## config.mk

```make
export PLATFORM = sky130hd
export DESIGN_NAME = fifo_umbral
export DESIGN_NICKNAME = d
export VERILOG_FILES = /design/src/rtl/fifo_pkg.sv /design/src/rtl/fifo_mem.sv /design/src/rtl/fifo_umbral.sv
export SDC_FILE = /design/constraint.sdc
export NUM_CORES = 1
export LEC_CHECK = 0
export BUFFER_PORTS_ARGS = -buffer_cell sky130_fd_sc_hd__buf_4
export CAP_MARGIN = 15
export CORE_MARGIN = 2
export CORE_UTILIZATION = 57
export DETAILED_ROUTE_END_ITERATION = 6
export PLACE_DENSITY = 0.78
export SLEW_MARGIN = 5
export SYNTH_ARGS = -nofsm -noshare
export SYNTH_HDL_FRONTEND = slang
export SYNTH_SLANG_ARGS = --single-unit
```

## constraint.sdc

```tcl
create_clock -name clk -period 2.72 [get_ports clk]
set_input_delay 0.544 -clock clk [delete_from_list [all_inputs] [get_ports clk]]
set_output_delay 0.544 -clock clk [all_outputs]
set_load 0.02 [all_outputs]
```

## src/rtl/fifo_pkg.sv

```systemverilog
// Shared FIFO constants: default word and pointer widths, reset-time
// almost-full/almost-empty thresholds, and a depth helper. The FSM and all
// five FIFO instances import this so that threshold register widths agree.
package fifo_pkg;

  localparam int unsigned FIFO_DATA_WIDTH = 6;
  localparam int unsigned FIFO_ADDR_WIDTH = 3;

  localparam logic [FIFO_ADDR_WIDTH-1:0] FIFO_AF_DEFAULT = 3'b110;
  localparam logic [FIFO_ADDR_WIDTH-1:0] FIFO_AE_DEFAULT = 3'b011;

  // Number of words addressable by a pointer of the given width.
  function automatic int unsigned fifo_depth(input int unsigned addr_width);
    return 32'd1 << addr_width;
  endfunction

endpackage

```

## src/rtl/fifo_mem.sv

```systemverilog
// DEPTH x DATA_WIDTH register file for fifo_umbral.
// Ports:
//   clk          rising-edge clock
//   reset        synchronous active-high reset, clears only the read register
//   we/waddr/wdata  synchronous write port
//   re/raddr/rdata  synchronous read port; rdata holds its value when re=0
// The storage array itself is not reset.
module fifo_mem
  import fifo_pkg::*;
#(
  parameter int unsigned DATA_WIDTH = FIFO_DATA_WIDTH,
  parameter int unsigned ADDR_WIDTH = FIFO_ADDR_WIDTH
) (
  input  logic                  clk,
  input  logic                  reset,
  input  logic                  we,
  input  logic [ADDR_WIDTH-1:0] waddr,
  input  logic [DATA_WIDTH-1:0] wdata,
  input  logic                  re,
  input  logic [ADDR_WIDTH-1:0] raddr,
  output logic [DATA_WIDTH-1:0] rdata
);

  localparam int unsigned DEPTH = fifo_depth(ADDR_WIDTH);

  logic [DATA_WIDTH-1:0] mem_q [DEPTH];
  logic [DATA_WIDTH-1:0] rdata_q;

  // Write port: array has no reset, contents are don't-care until written.
  always_ff @(posedge clk) begin
    if (we) begin
      mem_q[waddr] <= wdata;
    end
  end

  // Read port: a read of the slot being written in the same cycle returns
  // the old word, which is what the FIFO needs when full with push+pop.
  always_ff @(posedge clk) begin
    if (reset) begin
      rdata_q <= {DATA_WIDTH{1'b0}};
    end else if (re) begin
      rdata_q <= mem_q[raddr];
    end else begin
      rdata_q <= rdata_q;
    end
  end

  assign rdata = rdata_q;

endmodule

```

## src/rtl/fifo_umbral.sv

```systemverilog
// Synchronous FIFO with programmable almost-full/almost-empty thresholds and
// a sticky overflow/underflow error flag.
// Ports:
//   clk, reset            clock and synchronous active-high reset
//   init                  loads af_thresh/ae_thresh and clears fifo_error
//   push, data_in         write request and data
//   pop                   read request
//   data_out, valid_out   registered read data, valid one cycle after a pop
//   fifo_empty/fifo_full  count == 0 / count == DEPTH
//   almost_full           count >= af threshold
//   almost_empty          count <= ae threshold
//   fifo_error            sticky error, cleared by reset or init
//   count                 occupancy 0..DEPTH
module fifo_umbral
  import fifo_pkg::*;
#(
  parameter int unsigned            DATA_WIDTH = FIFO_DATA_WIDTH,
  parameter int unsigned            ADDR_WIDTH = FIFO_ADDR_WIDTH,
  parameter logic [ADDR_WIDTH-1:0] AF_DEFAULT = ADDR_WIDTH'(FIFO_AF_DEFAULT),
  parameter logic [ADDR_WIDTH-1:0] AE_DEFAULT = ADDR_WIDTH'(FIFO_AE_DEFAULT)
) (
  input  logic                  clk,
  input  logic                  reset,
  input  logic                  init,
  input  logic [ADDR_WIDTH-1:0] af_thresh,
  input  logic [ADDR_WIDTH-1:0] ae_thresh,
  input  logic                  push,
  input  logic [DATA_WIDTH-1:0] data_in,
  input  logic                  pop,
  output logic [DATA_WIDTH-1:0] data_out,
  output logic                  valid_out,
  output logic                  fifo_empty,
  output logic                  fifo_full,
  output logic                  almost_full,
  output logic                  almost_empty,
  output logic                  fifo_error,
  output logic [ADDR_WIDTH:0]   count
);

  localparam int unsigned           DEPTH    = fifo_depth(ADDR_WIDTH);
  localparam logic [ADDR_WIDTH:0]   CNT_FULL = (ADDR_WIDTH+1)'(DEPTH);
  localparam logic [ADDR_WIDTH:0]   CNT_ZERO = {(ADDR_WIDTH+1){1'b0}};
  localparam logic [ADDR_WIDTH:0]   CNT_ONE  = {{ADDR_WIDTH{1'b0}}, 1'b1};
  localparam logic [ADDR_WIDTH-1:0] PTR_ONE  = {{(ADDR_WIDTH-1){1'b0}}, 1'b1};

  logic [ADDR_WIDTH-1:0] wr_ptr_q, wr_ptr_d;
  logic [ADDR_WIDTH-1:0] rd_ptr_q, rd_ptr_d;
  logic [ADDR_WIDTH:0]   count_q, count_d;
  logic [ADDR_WIDTH-1:0] af_q, af_d;
  logic [ADDR_WIDTH-1:0] ae_q, ae_d;
  logic                  err_q, err_d;
  logic                  valid_q, valid_d;

  logic push_acc_s, pop_acc_s, overflow_s, underflow_s;

  // Accept/reject decisions and next-state values for the control registers.
  always_comb begin
    // At full, a push is still accepted if the same-cycle pop frees a slot.
    push_acc_s  = push && ((count_q != CNT_FULL) || pop);
    pop_acc_s   = pop && (count_q != CNT_ZERO);
    overflow_s  = push && (count_q == CNT_FULL) && !pop;
    // Pop on empty is an underflow even when a push lands in the same cycle.
    underflow_s = pop && (count_q == CNT_ZERO);

    wr_ptr_d = wr_ptr_q;
    rd_ptr_d = rd_ptr_q;
    count_d  = count_q;
    af_d     = af_q;
    ae_d     = ae_q;
    err_d    = err_q;
    valid_d  = pop_acc_s;

    if (push_acc_s) begin
      wr_ptr_d = wr_ptr_q + PTR_ONE;
    end else begin
      wr_ptr_d = wr_ptr_q;
    end

    if (pop_acc_s) begin
      rd_ptr_d = rd_ptr_q + PTR_ONE;
    end else begin
      rd_ptr_d = rd_ptr_q;
    end

    case ({push_acc_s, pop_acc_s})
      2'b10:   count_d = count_q + CNT_ONE;
      2'b01:   count_d = count_q - CNT_ONE;
      default: count_d = count_q;
    endcase

    // init clears the sticky flag, but an error in the same cycle still sets it.
    if (init) begin
      af_d  = af_thresh;
      ae_d  = ae_thresh;
      err_d = overflow_s || underflow_s;
    end else begin
      af_d  = af_q;
      ae_d  = ae_q;
      err_d = err_q || overflow_s || underflow_s;
    end
  end

  // Control state registers with synchronous reset taking priority.
  always_ff @(posedge clk) begin
    if (reset) begin
      wr_ptr_q <= {ADDR_WIDTH{1'b0}};
      rd_ptr_q <= {ADDR_WIDTH{1'b0}};
      count_q  <= CNT_ZERO;
      af_q     <= AF_DEFAULT;
      ae_q     <= AE_DEFAULT;
      err_q    <= 1'b0;
      valid_q  <= 1'b0;
    end else begin
      wr_ptr_q <= wr_ptr_d;
      rd_ptr_q <= rd_ptr_d;
      count_q  <= count_d;
      af_q     <= af_d;
      ae_q     <= ae_d;
      err_q    <= err_d;
      valid_q  <= valid_d;
    end
  end

  fifo_mem #(
    .DATA_WIDTH(DATA_WIDTH),
    .ADDR_WIDTH(ADDR_WIDTH)
  ) u_mem (
    .clk  (clk),
    .reset(reset),
    .we   (push_acc_s && !reset),
    .waddr(wr_ptr_q),
    .wdata(data_in),
    .re   (pop_acc_s && !reset),
    .raddr(rd_ptr_q),
    .rdata(data_out)
  );

  assign valid_out    = valid_q;
  assign fifo_error   = err_q;
  assign count        = count_q;
  assign fifo_empty   = (count_q == CNT_ZERO);
  assign fifo_full    = (count_q == CNT_FULL);
  assign almost_full  = (count_q >= {1'b0, af_q});
  assign almost_empty = (count_q <= {1'b0, ae_q});

endmodule

```

==> run summary, run 1 <==
Crit path time final = 2.57 ns
Fin util = 0.695
Clk slew on worst S/H paths = 0.08 ns
Clock Latency Late Sink = 0.34 ns
Drt pass-1 iters = 4
Layout Nets = 284
Met1 Use GR = 0.273
Port bufs = 32
Synth area leaders = edfxtp_1 (48%), dfxtp_1 (16%), mux4_2 (9.0%), ha_1 (4.6%), nor2_1 (2.9%)
CTS tree = yes
Seq pwr share = 0.432
Vias/cell = 5.45
Max_cap viols = 0
Post-DRT Antenna Nets = 0
Worst setup SP type = flop
Internal = 0.00211 W
Crit path launch = count[0]$_SDFFE_PP0P_
Setup Viol. Count Final = 0
Average wire per standard cell = 16.7 µm
Layout cell share with drive strength beyond 1 = 0.280
Critical Path Max Stage Delay = 0.48 ns
Die Ht = 76.4 µm
CP max-delay cell = dfxtp_1
Final Slew Violations = 0
First-pass GRT wire length = 8980 µm
GRT Total Usage = 0.207
Grt met2 use = 0.332
Worst vdd ir = 0.000523 V
Post-CTS setup buffers = 0
P_leak = 1.36 nW
Vias in the first global route = 1,769
# fillers = 374
Initial antenna violation count = 0
Hold slack = 0.418 ns
Placement row count = 26
Net switching share of the total power = 0.305
Post-Route WL = 5520 µm
Commonest cells post-synth = edfxtp_1 (48), dfxtp_1 (24), nor2_1 (23)
Worst reg2reg endpoint = count[2]$_SDFFE_PP0P_
Hold Crit Class = in -> reg
Largest net degree at the start of global routing = 22
Fin crit share = 0.946
Critical path class = reg -> out
DP HPWL = 3710 µm
Internal reg-to-reg setup slack = 0.19 ns
Syn Inst Count = 212
Worst slew pin tran = 0.682 ns
Post-synthesis sequential area ratio = 0.642
Yosys warns = 0
Syn_area_per_cell = 14.1 µm²
Critical path endpoint category = output pin
Worst R2R Start = count[0]$_SDFFE_PP0P_
Outcome = completed
Cts hold-fix bufs = 0
Drt drc = 0
Die ar. = 5840 µm²
Mapped Area = 2990 µm²
P per Cell Area = 859 nW/µm²
Unrepaired setup endpoints after global routing = no
CP endpoint = almost_full
Die W = 76.4 µm
Initial DRC count = 116
Synth async-reset ratio = 0
Sink Count = 72
Clock network fraction of total power = 0.270
TritonCTS Buffers = 9
Syn Nets = 240
Number of I/O pins = 33
ANT cells = 0
Hold Violations, Final = 0
Critical Path AT = 2.03 ns
FF-to-FF path depth = 10
Synth unique cells = 33
Grt ovf = 0
Fmax = 389 MHz
Crit path cell chain = inv_1 -> ha_1 -> nand2b_1 -> a21o_1 -> a211o_1 -> buf_4
NetSw = 0.000925 W
GRT Max-Usage Layer = met2
Main flop type after synthesis = edfxtp_1
Crit-path max FO = 8
CTS H-Tree Depth = 3
Core Area = 5070 µm²
GP Congestion = 0.741
Post-synth EDFFs = 48
Top-area cell type share of the netlist area = 0.482
Slew headroom = 0.544
Clk_skew = 0.0117 ns
Grt met3 use = 0.0604
Most numerous cell in the Yosys netlist = edfxtp_1
Via count = 1,804
Longest Clk Path Bufs = 2
Setup_tns = 0 ns
Area growth syn-to-layout = 17.9%
Crit path required time = 2.18 ns
Post_cts resized = 0
Clk root buf = clkbuf_8
Initial core utilization = 0.589
Combinational Power Share = 0.298
Cell taking the most area after synthesis = edfxtp_1
Yosys reg bits = 72
## cells in the final DEF, fill, tap and decap left out, types with 2 or more instances in the layout
master / n
a211o_1: 2
o22ai_1: 6
nor2b_1: 2
inv_1: 9
nand2_1: 13
mux2i_1: 5
clkinv_4: 2
nor3_1: 8
a21oi_1: 8
nor4_1: 2
mux4_2: 12
dfxtp_1: 24
nor2_1: 23
o21ai_0: 7
nand2b_1: 5
ha_1: 11
nand3_1: 2
o211ai_1: 3
buf_4: 41
edfxtp_1: 48
xor2_1: 4
clkbuf_8: 9
## layout make-up
type	count	area (µm²)	area share
sequential	72	1920	0.545
multi-input combinational	123	981	0.278
timing repair buffer	41	308	0.0872
clock buffer	10	128	0.0362
tap	70	87.6	0.0248
clock inverter	6	68.8	0.0195
inverter	9	33.8	0.00957
## worst min path at each step
stage / from / end / cells after the start
after global routing: data_in[4] / u_mem.mem_q[0][4]$_DFFE_PP_ / 1
after detailed placement: af_q[2]$_SDFFE_PP1P_ / af_q[2]$_SDFFE_PP1P_ / 2
after CTS: ae_thresh[0] / ae_q[0]$_SDFFE_PP1P_ / 3
final: ae_thresh[0] / ae_q[0]$_SDFFE_PP1P_ / 3
after floorplan: ae_q[0]$_SDFFE_PP1P_ / ae_q[0]$_SDFFE_PP1P_ / 2
after global placement: ae_q[1]$_SDFFE_PP1P_ / ae_q[1]$_SDFFE_PP1P_ / 2
## critical path, delay by kind of cell, from the launching register on
family	cells	cell delay, ns
AOI/OAI and AO/OA	2	0.49
DFF	1	0.48
and+or+nand+nor	1	0.15
adders and majority gates	1	0.30
buffers and inverters	2	0.28
## per-layer routing
metal  vias up  wire length (µm)
li1        879                 -
met1       860              2400
met2        61              2750
met3         4               328
met4         0                41
met5         -                 0
## power by group through the flow
stage | clock (W) | combinational, W | sequential, W
final | 0.000817 | 0.000904 | 0.00131
after global placement | 0 | 0.000892 | 0.00133
after CTS | 0.000837 | 0.000912 | 0.00131
after global routing | 0.000885 | 0.00100 | 0.00132
after floorplan | 0 | 0.000548 | 0.00141
after detailed placement | 0 | 0.000904 | 0.00133
## logic make-up (layout without fill, tap and decap cells)
group | Yosys count | count (layout) | synth area share
AOI/OAI and AO/OA | 30 | 30 | 0.0652
xor gates and xnor gates | 5 | 5 | 0.0146
adders and majority gates | 11 | 11 | 0.0460
buffers and inverters | 17 | 66 | 0.0297
DFF | 72 | 72 | 0.642
muxes | 18 | 18 | 0.111
and+or+nand+nor | 59 | 59 | 0.0912
## flip-flops by register name (all words and copies together), names as in the netlist
name         cells
rd_ptr_q         3
u_mem.mem_q     48
wr_ptr_q         3
fifo_error       1
ae_q             3
valid_out        1
u_mem.rdata      6
count            4
af_q             3
## per-stage QoR
stage               area [µm²]  instances  setup slack [ns]  power, W
floorplan                 2990        212             0.284   0.00196
finish                    3530        331             0.147   0.00303
global route              3530        331            0.0321   0.00320
global placement          3330        315             0.331   0.00222
CTS                       3530        331             0.134   0.00306
detailed placement        3330        315             0.271   0.00224
(Power assumes the default switching activity.)
==> run 2: changes to the inputs <==
--- a/config.mk
+++ b/config.mk
@@ -8,10 +8,11 @@
 export BUFFER_PORTS_ARGS = -buffer_cell sky130_fd_sc_hd__buf_4
 export CAP_MARGIN = 15
 export CORE_MARGIN = 2
-export CORE_UTILIZATION = 57
+export CORE_UTILIZATION = 58
 export DETAILED_ROUTE_END_ITERATION = 6
-export PLACE_DENSITY = 0.78
+export PLACE_DENSITY = 0.79
 export SLEW_MARGIN = 5
 export SYNTH_ARGS = -nofsm -noshare
 export SYNTH_HDL_FRONTEND = slang
+export SYNTH_HIERARCHICAL = 1
 export SYNTH_SLANG_ARGS = --single-unit
==> run 2 against run 1 <==
  * Cell area rose by 1.3%
  * Clock-buffer cell count rose by 1
  * Final cell count rose by 4.8%
  * Hold slack improved by 0.0017 ns
  * Core utilization barely moved
  * First-iteration DRC count fell by 4.3%
==> run summary, run 2 <==
CTS H-Tree Depth = 3 (unchanged)
Mapped Area = 3100 µm² (+3.8%)
Final Slew Violations = 0 (unchanged)
Synth async-reset ratio = 0 (unchanged)
Fin util = 0.696 (about the same)
Critical path endpoint category = output pin
Setup_tns = 0 ns (unchanged)
Setup Viol. Count Final = 0 (unchanged)
Unrepaired setup endpoints after global routing = no
Worst setup SP type = flop
Layout cell share with drive strength beyond 1 = 0.231 (-0.0486)
Worst slew pin tran = 0.679 ns (-0.00312 ns)
Crit-path max FO = 8 (unchanged)
Commonest cells post-synth = edfxtp_1 (48), nor2_1 (29), dfxtp_1 (24)
Average wire per standard cell = 15.6 µm (-6.5%)
Critical path class = reg -> out
GP Congestion = 0.789 (+6.6%)
Port bufs = 32 (unchanged)
GRT Total Usage = 0.199 (-0.00818)
Outcome = completed
Clk_skew = 0.00775 ns (-0.00397 ns)
Crit path time final = 2.54 ns (-0.0293 ns)
Slew headroom = 0.546 (+0.00209)
Met2 WL = 2460 µm (-10%)
Vias/cell = 5.41 (-0.65%)
Routed wire length on met3 = 300 µm (-8.5%)
Max FFs per register = 48 (unchanged)
Worst reg2reg endpoint = count[2]$_SDFFE_PP0P_
Largest register by flop count = u_mem/mem_q
Top-area cell type share of the netlist area = 0.464 (-0.0175)
ANT cells = 0 (unchanged)
TritonCTS Buffers = 9 (unchanged)
Hold Path Cell Cnt = 3 (unchanged)
Post-Route WL = 5410 µm (-2.0%)
Clk slew on worst S/H paths = 0.07 ns (about the same)
Yosys warns = 6 (+6)
Placement row count = 26 (unchanged)
Placed cell area = 3390 µm² (+1.7%)
First-pass GRT wire length = 8780 µm (-2.2%)
Syn Nets = 261 (+8.8%)
Drt drc = 0 (unchanged)
Max_cap viols = 0 (unchanged)
Area growth syn-to-layout = 15.2%
Die W = 77.2 µm (+0.94%)
Via count = 1,879 (+4.2%)
Initial DRC count = 111 (-4.3%)
Critical Path AT = 2.00 ns (-0.03 ns)
Initial antenna violation count = 0 (unchanged)
Clock Latency Late Sink = 0.34 ns (about the same)
Wl on met1 = 2550 µm (+6.2%)
P per Cell Area = 883 nW/µm² (+2.8%)
Grt ovf = 0 (unchanged)
Layout Nets = 300 (+5.6%)
Core Area = 5140 µm² (+1.3%)
# fillers = 383 (+2.4%)
Worst vdd ir = 0.000441 V (-16%)
Fmax = 393 MHz (+1.2%)
Post-synthesis sequential area ratio = 0.619 (-0.0233)
Hold endpoint = af_q[2]$_SDFFE_PP1P_
Number of I/O pins = 33 (unchanged)
CTS tree = yes
Hold Violations, Final = 0 (unchanged)
Longest Clk Path Bufs = 2 (unchanged)
Post-CTS setup buffers = 0 (unchanged)
Cell taking the most area after synthesis = edfxtp_1
Synth area leaders = edfxtp_1 (46%), dfxtp_1 (15%), mux2i_1 (5.8%), ha_1 (4.4%), mux2_2 (4.4%)
Synth unique cells = 35 (+6.1%)
FF-to-FF path depth = 9 (-1)
Die ar. = 5950 µm² (+1.9%)
Internal reg-to-reg setup slack = 0.32 ns (+0.13 ns)
Post-DRT Antenna Nets = 0 (unchanged)
P_leak = 1.37 nW (+0.63%)
Most numerous cell in the Yosys netlist = edfxtp_1
Hold Startpoint = af_thresh[2]
Post-route cell area = 3580 µm² (+1.3%)
Main flop type after synthesis = edfxtp_1
Die Ht = 77.2 µm (+0.94%)
Post-synth EDFFs = 48 (unchanged)
Vias in the first global route = 1,777 (+0.45%)
Crit path required time = 2.18 ns (about the same)
Most frequent cells in the layout = edfxtp_1 (48), buf_4 (37), nor2_1 (29), dfxtp_1 (24), mux2i_1 (18)
Clk root buf = clkbuf_8
Cts hold-fix bufs = 0 (unchanged)
Syn Inst Count = 233 (+9.9%)
Sink Count = 72 (unchanged)
Drt pass-1 iters = 4 (unchanged)
Commonest non-fill, non-tap cell in the layout = edfxtp_1
Hold Crit Class = in -> reg
Top sig layer = met4
Syn_area_per_cell = 13.3 µm² (-5.6%)
DP HPWL = 3830 µm (+3.0%)
Yosys reg bits = 72 (unchanged)
Fin crit share = 0.935 (-0.0108)
Initial core utilization = 0.604 (+0.0144)
Worst R2R Start = count[0]$_SDFFE_PP0P_
Post_cts resized = 0 (unchanged)
Largest net degree at the start of global routing = 23 (+4.5%)
## run 2: changes by cell type after synthesis, sizes merged, moves of 3 or more
| cell | previous run | this run |
|---|---|---|
| mux2i | 5 | 18 |
| mux2 | 1 | 13 |
| mux4 | 12 | 0 |
| a211oi | 0 | 6 |
| nor2 | 23 | 29 |
| nor3 | 8 | 3 |
| nand2 | 13 | 9 |
| a221o | 0 | 3 |
| a22oi | 0 | 3 |
| nand2b | 5 | 8 |
| o21ai | 7 | 4 |
| o221ai | 0 | 3 |
| o22ai | 6 | 3 |
## run 2: metrics by stage
stage | cells | total power, W | setup slack, ns | hold WS (ns)
floorplan | 233 | 0.00214 | 0.321 | 0.446
global placement | 331 | 0.00235 | 0.386 | 0.472
detailed placement | 331 | 0.00238 | 0.309 | 0.477
CTS | 347 | 0.00318 | 0.135 | 0.410
finish | 347 | 0.00316 | 0.176 | 0.420
global route | 347 | 0.00333 | 0.0807 | 0.419
## run 2: worst max path at each step
stage	endpoint	slack [ns]	from	cells after the start
global placement	count[2]$_SDFFE_PP0P_	0.39	pop	10
CTS	almost_full	0.13	count[0]$_SDFFE_PP0P_	6
finish	almost_full	0.18	count[0]$_SDFFE_PP0P_	6
floorplan	count[2]$_SDFFE_PP0P_	0.32	count[1]$_SDFFE_PP0P_	10
detailed placement	count[2]$_SDFFE_PP0P_	0.31	pop	10
global route	almost_full	0.08	count[0]$_SDFFE_PP0P_	6
## run 2: layer usage
layer  global-route usage  vias to the layer above
li1                     -                      931
met2                0.291                       58
met4               0.0857                        0
met3               0.0565                       11
met5                    0                        -
met1                0.278                      879
## run 2: final cells by class
type | count | area [µm²] | area share
Timing Repair Buffer | 37 | 278 | 0.0777
Clock inverter | 5 | 57.6 | 0.0161
Inverter | 8 | 30.0 | 0.00840
Clock buffer | 11 | 131 | 0.0367
Sequential cell | 72 | 1920 | 0.537
Tap cell | 70 | 87.6 | 0.0245
Multi-Input combinational cell | 144 | 1070 | 0.299
## run 2: cells by family (layout without fill, tap and decap cells)
kind of cell,after synthesis,after routing,share of synthesized area
DFF,72,72,0.619
AOI/OAI and AO/OA,36,36,0.0871
xor gates and xnor gates,7,7,0.0198
muxes,31,31,0.105
buffers and inverters,17,61,0.0363
and+or+nand+nor,59,59,0.0883
adders and majority gates,11,11,0.0443
## run 2: power breakdown
part | internal, W | total, W | switching (W) | leakage, nW
registers | 0.00125 | 0.00135 | 0.0000972 | 0.631
clock network | 0.000424 | 0.000802 | 0.000378 | 0.0876
logic | 0.000480 | 0.00100 | 0.000524 | 0.648
## run 2: critical path: stages (launching register included)
cell and delay (ns):
dfxtp_1 0.48, inv_1 0.13, ha_1 0.30, nand2b_1 0.14, a21o_1 0.18, a211o_1 0.29, buf_4 0.16
==> run 3: changes to the inputs <==
--- a/config.mk
+++ b/config.mk
@@ -10,7 +10,7 @@
 export CORE_MARGIN = 2
 export CORE_UTILIZATION = 58
 export DETAILED_ROUTE_END_ITERATION = 6
-export PLACE_DENSITY = 0.79
+export PLACE_DENSITY = 0.87
 export SLEW_MARGIN = 5
 export SYNTH_ARGS = -nofsm -noshare
 export SYNTH_HDL_FRONTEND = slang
==> run 3 against run 2 <==
  * Worst setup slack improved by 0.017 ns
  * Power is 0.11% higher
  * Sequential share of layout area grew 0.15 points
  * Core utilization fell by 0.15 points
  * Global-route usage up 0.16 points
  * Final cell count shrank 0.29%
  * Wire length increased by 3.9%
  * Sequential power about the same
  * Via count increased by 2.3%
  * Combinational power about the same
  * Register-to-register slack worse by 0.13 ns
  * Clock power barely moved
==> run summary, run 3 (same netlist as run 2, synthesis figures left out) <==
Drt drc = 0 (unchanged)
Hold Crit Class = in -> reg
Max FFs per register = 48 (unchanged)
Worst slew pin tran = 0.703 ns (+0.0245 ns)
Placed cell area = 3380 µm² (-0.22%)
Layout Nets = 299 (-0.33%)
Worst setup SP type = flop
Worst R2R Start = count[1]$_SDFFE_PP0P_
Placement row count = 26 (unchanged)
Cts hold-fix bufs = 0 (unchanged)
Layout cell share with drive strength beyond 1 = 0.236 (+0.00446)
FF-to-FF path depth = 9 (unchanged)
First-pass GRT wire length = 8910 µm (+1.5%)
DP HPWL = 3900 µm (+2.0%)
NetSw = 0.00101 W (+1.2%)
Sink Count = 72 (unchanged)
P per Cell Area = 886 nW/µm² (+0.32%)
Die ar. = 5950 µm² (unchanged)
Net switching share of the total power = 0.320 (+0.00333)
Number of I/O pins = 33 (unchanged)
Clock network fraction of total power = 0.253 (about the same)
Initial antenna violation count = 0 (unchanged)
Final Slew Violations = 0 (unchanged)
Die W = 77.2 µm (unchanged)
Post_cts resized = 0 (unchanged)
Die Ht = 77.2 µm (unchanged)
Vias in the first global route = 1,830 (+3.0%)
Fin crit share = 0.929 (-0.00616)
P_leak = 1.37 nW (+0.10%)
Vias/cell = 5.56 (+2.6%)
Initial DRC count = 152 (+37%)
Core Area = 5140 µm² (unchanged)
# fillers = 361 (-5.7%)
Commonest non-fill, non-tap cell in the layout = edfxtp_1
Outcome = completed
Most frequent cells in the layout = edfxtp_1 (48), buf_4 (36), nor2_1 (29), dfxtp_1 (23), mux2i_1 (18)
Largest register by flop count = u_mem/mem_q
Hold endpoint = ae_q[0]$_SDFFE_PP1P_
Setup Viol. Count Final = 0 (unchanged)
Final Power = 0.00316 W (+0.11%)
TritonCTS Buffers = 9 (unchanged)
Worst reg2reg endpoint = count[2]$_SDFFE_PP0P_
Hold Violations, Final = 0 (unchanged)
Longest Clk Path Bufs = 2 (unchanged)
CTS tree = yes
Area growth syn-to-layout = 15.0%
Crit path time final = 2.53 ns (-0.0168 ns)
Unrepaired setup endpoints after global routing = no
Via count = 1,923 (+2.3%)
Internal = 0.00215 W (-0.38%)
ANT cells = 0 (unchanged)
Setup_tns = 0 ns (unchanged)
Critical path endpoint category = flop
Combinational Power Share = 0.319 (about the same)
Critical Path AT = 2.80 ns (+0.80 ns)
Largest net degree at the start of global routing = 25 (+8.7%)
Crit-path max FO = 11 (+3)
CTS H-Tree Depth = 3 (unchanged)
Clock Latency Late Sink = 0.35 ns (about the same)
Port bufs = 32 (unchanged)
Post-route cell area = 3570 µm² (-0.21%)
Post-CTS setup buffers = 0 (unchanged)
Seq pwr share = 0.428 (about the same)
Clk_skew = 0.0107 ns (+0.00296 ns)
Worst vdd ir = 0.000434 V (-1.6%)
Crit path required time = 3.00 ns (+0.82 ns)
Grt ovf = 0 (unchanged)
Clk slew on worst S/H paths = 0.07 ns (about the same)
Initial core utilization = 0.604 (unchanged)
GP Congestion = 0.775 (-1.8%)
Hold Startpoint = ae_thresh[0]
Slew headroom = 0.530 (-0.0164)
Drt pass-1 iters = 4 (unchanged)
Max_cap viols = 0 (unchanged)
Hold Path Cell Cnt = 3 (unchanged)
Post-DRT Antenna Nets = 0 (unchanged)
Average wire per standard cell = 16.2 µm (+4.2%)
Clk root buf = clkbuf_8
Critical path class = reg -> reg
Post-Route WL = 5620 µm (+3.9%)
Fmax = 396 MHz (+0.66%)
GRT Total Usage = 0.200 (+0.00158)
Internal reg-to-reg setup slack = 0.19 ns (-0.13 ns)
run 3: cell count changes in the layout (fill, tap and decap cells not counted):
| cell | delta |
|---|---|
| clkinv_2 | +2 |
| buf_4 | -1 |
| clkbuf_1 | -1 |
| clkinvlp_4 | -1 |
| dfxtp_1 | -1 |
| dfxtp_2 | +1 |
run 3: final cells by class:
type	count	area, µm²	area share
repair buffers	36	270	0.0757
multi-input cells	144	1070	0.300
clock buffers	10	128	0.0358
flip-flops and latches	72	1920	0.539
inverters	8	30.0	0.00842
well taps	70	87.6	0.0245
clock inverters	6	60.1	0.0168
run 3: worst max-delay path, cell delays in order (launching register included):
cell and delay, ns:
dfxtp_1 0.42, or3_4 0.45, o21ai_4 0.25, ha_1 0.31
xor2_1 0.18, ha_1 0.17, a21oi_1 0.05, xor2_1 0.18
or3_1 0.31, a21oi_1 0.13
run 3: layer usage:
metal / global-route usage / vias up / routed length [µm]
li1: - / 936 / -
met1: 0.260 / 915 / 2450
met2: 0.307 / 62 / 2690
met3: 0.0671 / 10 / 388
met4: 0.0875 / 0 / 90
met5: 0 / - / 0
run 3: power by group through the flow:
stage	clock network [W]	registers, W	logic [W]
6_report	0.000801	0.00135	0.00101
2_1_floorplan	0	0.00141	0.000732
4_1_cts	0.000818	0.00135	0.00101
3_5_place_dp	0	0.00138	0.000994
3_3_place_gp	0	0.00137	0.000969
5_1_grt	0.000871	0.00137	0.00110
run 3: through the flow:
stage / hold slack (ns) / cells / util / worst slack (ns)
final: 0.415 / 346 / 0.694 / 0.193
after global routing: 0.419 / 346 / 0.694 / 0.00766
after CTS: 0.400 / 346 / 0.694 / 0.0669
after detailed placement: 0.474 / 330 / 0.657 / 0.236
after global placement: 0.471 / 330 / 0.657 / 0.364
after floorplan: 0.446 / 233 / - / 0.321
run 3: worst max path at each step:
stage	startpoint	endpoint	slack, ns	depth (start not counted)
floorplan	count[1]$_SDFFE_PP0P_	count[2]$_SDFFE_PP0P_	0.32	10
global placement	count[1]$_SDFFE_PP0P_	count[2]$_SDFFE_PP0P_	0.36	9
detailed placement	count[1]$_SDFFE_PP0P_	count[2]$_SDFFE_PP0P_	0.24	9
CTS	count[0]$_SDFFE_PP0P_	almost_full	0.07	6
global route	count[1]$_SDFFE_PP0P_	count[2]$_SDFFE_PP0P_	0.008	9
finish	count[1]$_SDFFE_PP0P_	count[2]$_SDFFE_PP0P_	0.19	9
